===== config.mk =====
export PLATFORM = sky130hd
export DESIGN_NAME = mshr_table
export DESIGN_NICKNAME = d
export VERILOG_FILES = /design/src/rtl/mshr_table.sv
export SDC_FILE = /design/constraint.sdc
export NUM_CORES = 1
export LEC_CHECK = 0
export ABC_AREA = 1
export BUFFER_PORTS_ARGS = -buffer_cell sky130_fd_sc_hd__buf_2
export CAP_MARGIN = 20
export CELL_PAD_IN_SITES_DETAIL_PLACEMENT = 0
export CELL_PAD_IN_SITES_GLOBAL_PLACEMENT = 1
export CORE_UTILIZATION = 44
export DETAILED_ROUTE_END_ITERATION = 10
export GPL_ROUTABILITY_DRIVEN = 1
export PLACE_DENSITY_LB_ADDON = 0.1
export SLEW_MARGIN = 40
export SYNTH_ARGS = -nofsm -noshare
export SYNTH_HDL_FRONTEND = slang
export SYNTH_SLANG_ARGS = --single-unit

===== constraint.sdc =====
create_clock -name clk -period 3.6 [get_ports clk]
set_input_delay 0.54 -clock clk [delete_from_list [all_inputs] [get_ports clk]]
set_output_delay 0.54 -clock clk [all_outputs]
set_load 0.01 [all_outputs]

===== src/rtl/mshr_table.sv =====
`default_nettype none
// ============================================================================
// Module      : mshr_table
// Description : Miss status holding register table for one cache bank.
// Revision    : 1.0 - initial release
// ============================================================================
module mshr_table #(
  parameter int DEPTH   = 4,
  parameter int IDX_W   = 2,
  parameter int LINE_LO = 4
) (
  input  logic             clk,
  input  logic             rst,
  input  logic             alloc,
  input  logic             dealloc,
  input  logic [14:0]      pAddress,
  input  logic [6:0]       ptcid_in,
  input  logic             rdsw_in,
  output logic             mshr_hit,
  output logic             mshr_full,
  output logic [IDX_W:0]   count,
  output logic             wake_valid,
  output logic [6:0]       wake_ptcid,
  output logic             wake_rdsw,
  output logic [14:0]      wake_pAddress,
  output logic             err_overflow,
  output logic             err_orphan
);

  localparam int             c_tag_w    = 15 - LINE_LO;
  localparam logic [IDX_W:0] c_full_cnt = (IDX_W+1)'(DEPTH);

  logic [DEPTH-1:0]   r_valid;
  logic [c_tag_w-1:0] r_tag   [DEPTH];
  logic [6:0]         r_ptcid [DEPTH];
  logic               r_rdsw  [DEPTH];
  logic [IDX_W:0]     r_count;
  logic               r_full;
  logic               r_wake_valid;
  logic [6:0]         r_wake_ptcid;
  logic               r_wake_rdsw;
  logic [c_tag_w-1:0] r_wake_tag;
  logic               r_err_ov;
  logic               r_err_or;

  logic [c_tag_w-1:0] w_tag;
  logic               w_hit;
  logic [IDX_W-1:0]   w_hit_idx;
  logic [IDX_W-1:0]   w_free_idx;
  logic               w_alloc_ok;
  logic               w_free;
  logic [IDX_W:0]     w_count_next;
  logic               w_unused;

  assign w_tag    = pAddress[14:LINE_LO];
  // Byte offset within the line never takes part in matching.
  assign w_unused = ^pAddress[LINE_LO-1:0];

  always_comb begin
    w_hit      = 1'b0;
    w_hit_idx  = '0;
    w_free_idx = '0;
    for (int i = 0; i < DEPTH; i++) begin
      if (r_valid[i] && (r_tag[i] == w_tag)) begin
        w_hit     = 1'b1;
        w_hit_idx = IDX_W'(i);
      end
    end
    // Descending scan leaves the lowest invalid index.
    for (int i = DEPTH-1; i >= 0; i--) begin
      if (!r_valid[i]) w_free_idx = IDX_W'(i);
    end
  end

  assign w_alloc_ok   = alloc & ~r_full & ~w_hit;
  assign w_free       = dealloc & w_hit;
  assign w_count_next = r_count + (IDX_W+1)'(w_alloc_ok) - (IDX_W+1)'(w_free);

  always_ff @(posedge clk or negedge rst) begin
    if (!rst) begin
      r_valid      <= '0;
      for (int i = 0; i < DEPTH; i++) begin
        r_tag[i]   <= '0;
        r_ptcid[i] <= '0;
        r_rdsw[i]  <= 1'b0;
      end
      r_count      <= '0;
      r_full       <= 1'b0;
      r_wake_valid <= 1'b0;
      r_wake_ptcid <= '0;
      r_wake_rdsw  <= 1'b0;
      r_wake_tag   <= '0;
      r_err_ov     <= 1'b0;
      r_err_or     <= 1'b0;
    end else begin
      // Accepted alloc implies no hit, so it never targets the entry being freed.
      if (w_alloc_ok) begin
        r_valid[w_free_idx] <= 1'b1;
        r_tag[w_free_idx]   <= w_tag;
        r_ptcid[w_free_idx] <= ptcid_in;
        r_rdsw[w_free_idx]  <= rdsw_in;
      end
      if (w_free) begin
        r_valid[w_hit_idx] <= 1'b0;
        r_wake_ptcid       <= r_ptcid[w_hit_idx];
        r_wake_rdsw        <= r_rdsw[w_hit_idx];
        r_wake_tag         <= r_tag[w_hit_idx];
      end
      r_wake_valid <= w_free;
      r_count      <= w_count_next;
      r_full       <= (w_count_next == c_full_cnt);
      if (alloc && r_full) r_err_ov <= 1'b1;
      if (dealloc && !w_hit) r_err_or <= 1'b1;
    end
  end

  assign mshr_hit      = w_hit;
  assign mshr_full     = r_full;
  assign count         = r_count;
  assign wake_valid    = r_wake_valid;
  assign wake_ptcid    = r_wake_ptcid;
  assign wake_rdsw     = r_wake_rdsw;
  assign wake_pAddress = {r_wake_tag, {LINE_LO{1'b0}}};
  assign err_overflow  = r_err_ov;
  assign err_orphan    = r_err_or;

endmodule
`default_nettype wire


Word level (Yosys, flattened, before mapping)
Index checks and enable logic that the tools add are counted.

cells by class
  magnitude comparators = 7
  $mul = 0
  $add $sub $neg = 2
  bitwise gates (word level) = 10
  divide/modulo/power cells = 0
  shifts and indexed selects = 0
  reduce and logical (&&, ||, !) cells = 10
  mux-type cells = 35
  equality and inequality tests = 5

operators by type and width
  cell                                                                    number
  44-bit bitwise mux                                                      1
  11-bit == test                                                          4
  11-bit two-way mux                                                      3
  28-bit bitwise mux                                                      1
  11-bit binary-select mux with 2-bit select                              1
  11-bit demux with 2-bit select                                          1
  7-bit two-way mux                                                       3
  7-bit binary-select mux with 2-bit select                               1
  7-bit demux with 2-bit select                                           1
  2-bit two-way mux                                                       6
  1-bit two-way mux                                                       10
  1-bit logical AND                                                       9
  4-bit two-way mux                                                       2
  1-bit demux with 2-bit select                                           3
  3-bit >= comparator (second input constant)                             2
  2-bit by 3-bit < comparator with 1-bit output (second input constant)   2
  2-bit inverter with 3-bit output                                        2
  4-bit AND                                                               1
  4-bit bitwise mux                                                       1
  2-bit by 1-bit >= comparator with 1-bit output (second input constant)  2
  4-bit inverter                                                          1
  4-bit bitwise OR                                                        1
  3-bit by 1-bit adder with 3-bit output                                  1
  1-bit AND                                                               3
  other kinds (6)                                                         7

storage, ports and cells
  output and inout port bits = 31
  input bits = 27
  memories = 0
  RAM bits = 0
  memory bits (read-only) = 0
  bits in latches = 0
  word-level logic and storage cells = 90
  bits in registers = 106

Logic depth before layout (Yosys ltp)
  depth in word-level cells = 12
  mapped depth = 18
  mapped depth without buffers = 17

Worst setup path before layout
Ideal clock, no wire load.

  path kind = input-to-reg
  start point = input pAddress[4]
  end point = register r_full (netlist: mshr_full)
  stages on the path = 17
  path buffers = 2
  arrival time = 3.040 ns
  path slack = 0.472 ns
  required time = 3.512 ns
  library setup time = 0.088 ns
  path through = buf_2 > inv_2 > or2_1 > nand3_1 > nor3_1 > nand3_1 > inv_2 > nor2_4 > buf_2 > nor2_1 > ha_1 > inv_1 > ha_1 > fa_1 > xnor2_1 > xor2_1 > nor3b_1

on the way
  elaborated cells between the ends (all ways) = 18
  classes of those cells = 2 x add/sub; 5 x eq/ne; 4 x mux; 3 x bitwise; 4 x reduce/logical

RTL lines
  what                                           line  text
  start, declared                                16    input logic [14:0] pAddress,
  11-bit == test                                 64    if (r_valid[i] && (r_tag[i] == w_tag)) begin
  1-bit logical AND                              64
  1-bit two-way mux (3 in a row)                 64
  1-bit two-way mux *                            64
  1-bit AND *                                    76    assign w_free = dealloc & w_hit;
  net w_free                                     51    logic w_free;
  3-bit by 1-bit subtractor with 3-bit output *  77    assign w_count_next = r_count + (IDX_W+1)'(w_alloc_ok) - (IDX_W+1)'(w_free);
  net w_count_next[2]                            52    logic [IDX_W:0] w_count_next;
  3-bit == test *                                111   r_full <= (w_count_next == c_full_cnt);
  end signal, assigned                           111
  end, declared                                  38    logic r_full;

The timed path passes the listed nets; every way through them passes the cells marked *.
A chain may end at the register's enable or synchronous reset.

Worst setup path in the final report
  start point = input pAddress[14]
  end point = register r_full (netlist: mshr_full)

on the way
  longest elaborated chain between the ends = 11
  elaborated cells between the ends (all ways) = 18
  classes of those cells = 2 x add/sub; 5 x eq/ne; 4 x mux; 3 x bitwise; 4 x reduce/logical

ends and longest elaborated chain
  what                                           line  text
  11-bit == test                                 64
  1-bit logical AND                              64
  1-bit two-way mux (3 in a row)                 64
  1-bit two-way mux *                            64
  1-bit inverter                                 75    assign w_alloc_ok = alloc & ~r_full & ~w_hit;
  1-bit AND                                      75
  3-bit by 1-bit adder with 3-bit output         77
  3-bit by 1-bit subtractor with 3-bit output *  77
  net w_count_next[2]                            52
  3-bit == test *                                111

Marked as above.

==> results_tabular.tex <==
\begin{tabular}{lr}
\hline
Metric & Value \\
\hline
\multicolumn{2}{l}{\textbf{Timing}} \\
Final Hold Viols & 0 \\
Peak Freq & roughly 0.33 GHz \\
Period Utilization, post-route & $\sim$85\% \\
Final critical-path required period & about 3000 ps \\
Setup\_tns & 0 ps \\
Final clock skew & 6.50 ps \\
Pins over their slew limit & 0 \\
Worst rel slew slack & between 50\% and 60\% \\
Slew at the pin closest to its max-slew limit & just over 700 ps \\
Unrepaired setup endpoints after global routing & false \\
Final Setup Violations & 0 \\
\multicolumn{2}{l}{\textbf{Clocking}} \\
Clock Path Buffers & 2 \\
CTS tree & done \\
Number of hold-repair buffers added at the cts stage & 0 \\
Num Clock Sinks & 106 \\
Post-CTS resize count & 0 \\
Total CTS buffers & 9 \\
Total number of H-tree levels & 3 \\
Post-CTS setup repair buffer count & 0 \\
Worst-skew pair later-pin latency & between 300 and 400 ps \\
Root cell of the clock tree & clkbuf\_16 \\
Clock transition time at the flip-flop clock pins of the worst setup and hold paths & about 70 ps \\
\multicolumn{2}{l}{\textbf{Die}} \\
Total Die Area & between 0.01 and 0.015 sq mm \\
Effective utilization at floorplan & roughly 45\% \\
I/O pin count & slightly below 60 \\
Placement row count & 43 \\
Die Y-Extent & between 100 and 150 um \\
Floorplan core area & 0.0139 sq mm \\
DIE WIDTH & about 120 um \\
\multicolumn{2}{l}{\textbf{Yosys}} \\
Post-synthesis instance area & approximately 0.0063 sq mm \\
Synthesized area per cell & slightly above 7 sq um \\
Warnings from Yosys & 0 \\
Top-count cell post-synth & nand2\_1 \\
Yosys top cell area share & a little over two fifths \\
Cell types occupying the most area after synthesis & dfrtp\_1, nand2\_1, nand4\_1 \\
Cell taking the most area after synthesis & dfrtp\_1 \\
Most instantiated flip-flop cell in the synthesis netlist & dfrtp\_1 \\
Number of standard cells after synthesis & around 880 \\
Register bit total from synthesis & roughly 110 \\
Synth top cells by count & nand2\_1, dfrtp\_1, nand4\_1, inv\_1, nor2\_1 \\
Async set-reset flop share out of synthesis & 100\% \\
Count of flip-flops with a built-in enable after synthesis & 0 \\
Number of distinct library cells after synthesis & 37 \\
Sequential cell area fraction in the yosys report & about two fifths \\
\multicolumn{2}{l}{\textbf{Route}} \\
Via total after detailed routing & approximately 6100 \\
First-pass iteration count of the detailed router & 6 \\
DRT antenna net count & 0 \\
Vias per inst & 5.55 \\
DR DRC count & 0 \\
Routed length per instance & around 18 um \\
Total routed wirelength & between 15000 and 20000 um \\
Iteration-0 DRC Markers & 623 \\
\multicolumn{2}{l}{\textbf{Setup path}} \\
Worst Setup Path Type & primary input to flop \\
WP data required & $\sim$3900 ps \\
Highest fanout seen on the critical path & 8 \\
Kind of capture point of the worst setup path & flop \\
Kind of start point of the critical path & primary input \\
Start of the worst register-to-register path & r\_tag[0] \\
First element of the critical path & pAddress[14] \\
CP Data Arrival Time & between 3000 and 4000 ps \\
\multicolumn{2}{l}{\textbf{Global route}} \\
Total Routing Usage GR & between 20 and 30\% \\
Aggregate global routing overflow & 0 \\
Maximum number of pins on one net before global-route repair & 75 \\
Via count of the first global-routing pass & about 5600 \\
Global-route wire length before repair & between 30000 and 40000 um \\
Number of antenna violations at the first check in global routing & 0 \\
\multicolumn{2}{l}{\textbf{Power and ir drop}} \\
Share of power burned in the clock network & between 30\% and 40\% \\
Worst voltage drop across the vdd grid & 315 uV \\
Fraction of power consumed by sequential logic & $\sim$47\% \\
Internal & $\sim$0.0020 W \\
Relative contribution of combinational cells to total power & about a fifth \\
Net Switching & 0.000932 W \\
Fraction of power spent switching nets & a little under a third \\
P per Cell Area & between 400 and 500 mW/mm\^{}2 \\
LEAKAGE & 3.69 nW \\
\multicolumn{2}{l}{\textbf{Cells and area}} \\
Layout cell share with drive strength beyond 1 & a little over an eighth \\
NumNets Final & around 940 \\
Area of all placed cells without fillers & just under 0.007 sq mm \\
Antenna Diode Count & 0 \\
Area growth from synthesis to layout & 9.94\% \\
\multicolumn{2}{l}{\textbf{Min path}} \\
Hold WC Path Type & primary input to async pin \\
\multicolumn{2}{l}{\textbf{Run}} \\
Count of maximum capacitance violations & 0 \\
\multicolumn{2}{l}{\textbf{Place}} \\
RD Place Congestion & between 0.9 and 1 \\
Total half-perimeter wirelength after legalization and detailed placement & about 14000 um \\
Placement-stage cell area & about 0.0067 sq mm \\
Number of buffer cells added on primary ports & slightly below 50 \\
\multicolumn{2}{l}{\textbf{Run status}} \\
Status & finished clean \\
\hline
\end{tabular}
registers in the layout, indices dropped and copies added (netlist names), 3 cells and up:
name	cells
count	3
r_ptcid	28
r_rdsw	4
r_tag	44
r_valid	4
r_wake_tag	11
wake_ptcid	7
layer usage:
layer  wire length (um)  global-route usage, %  up-vias
li1                   -                      -     2920
met1               9160                   40.8     2882
met2               8920                   43.0      230
met3               1350                   4.45       24
met4                431                   9.49        0
met5                  0                      0        -
metrics by stage:
step / util, % / hold WS, ps / total power (W) / setup WS, ps / cells
after CTS: 49.9 / 233 / 0.00297 / 551 / 1091
after global placement: 47.8 / 434 / 0.00197 / 246 / 1075
after floorplan: - / 244 / 0.00176 / 472 / 882
after global routing: 49.9 / 260 / 0.00310 / 319 / 1091
after detailed placement: 47.9 / 447 / 0.00199 / 157 / 1075
final: 49.9 / 211 / 0.00295 / 537 / 1091
cell usage in the layout, fill, tap and decap left out, types with 3 or more instances in the layout:
cell,instances
inv_2,13
nor2_1,59
dfrtp_1,106
a21oi_1,42
clkbuf_16,9
inv_1,84
nand3_1,46
buf_4,17
xnor2_1,6
nand4_1,94
nand3_2,10
o21ai_0,11
nand2_2,4
nand2_1,290
conb_1,4
nor2_4,3
o21ai_1,30
buf_2,48
power by group through the flow:
stage | Sequential (W) | Combinational [W] | Clock [W]
after floorplan | 0.00142 | 0.000337 | 0
after global placement | 0.00141 | 0.000562 | 0
after detailed placement | 0.00142 | 0.000571 | 0
after CTS | 0.00139 | 0.000571 | 0.00101
after global routing | 0.00141 | 0.000638 | 0.00105
final | 0.00139 | 0.000569 | 0.000988
cell type report:
| cell class | instances | area (sq um) |
|---|---|---|
| clock buffers | 10 | 239 |
| clock inverters | 6 | 50.0 |
| fillers | 1420 | 6980 |
| inverters | 97 | 364 |
| multi-input cells | 624 | 3010 |
| flip-flops and latches | 106 | 2650 |
| well taps | 180 | 225 |
| repair buffers | 68 | 419 |
path summary, 6_finish.rpt:
kind,slack [ps],cells after the start,endpoint
setup / recovery,540,17,mshr_full
hold / removal,210,1,r_tag[2]
setup reg to reg,550,17,mshr_full
hold reg to reg,460,1,err_overflow
max in group asynchronous,2620,2,r_valid[0]
min in group clk,390,2,err_overflow
cells by family after synthesis:
group	share of synthesized area (%)
xor+xnor	0.969
other cells	0.0593
flops	41.9
buf+inv	10.9
simple gates	38.2
compound gates	7.26
fa+ha+maj	0.712
worst max-delay path: stages:
cell and delay, ps:
buf_2 230, inv_2 90, nand2_1 60, nand2_1 90
nand3_1 90, nor2_1 50, nand3_1 170, nand3_1 240
nor2_4 220, nand2_1 100, ha_1 290, inv_1 40
ha_1 180, fa_1 370, xnor2_1 180, xor2_1 180
nor3b_1 210
Note: power is estimated with default switching activity, not from simulation.
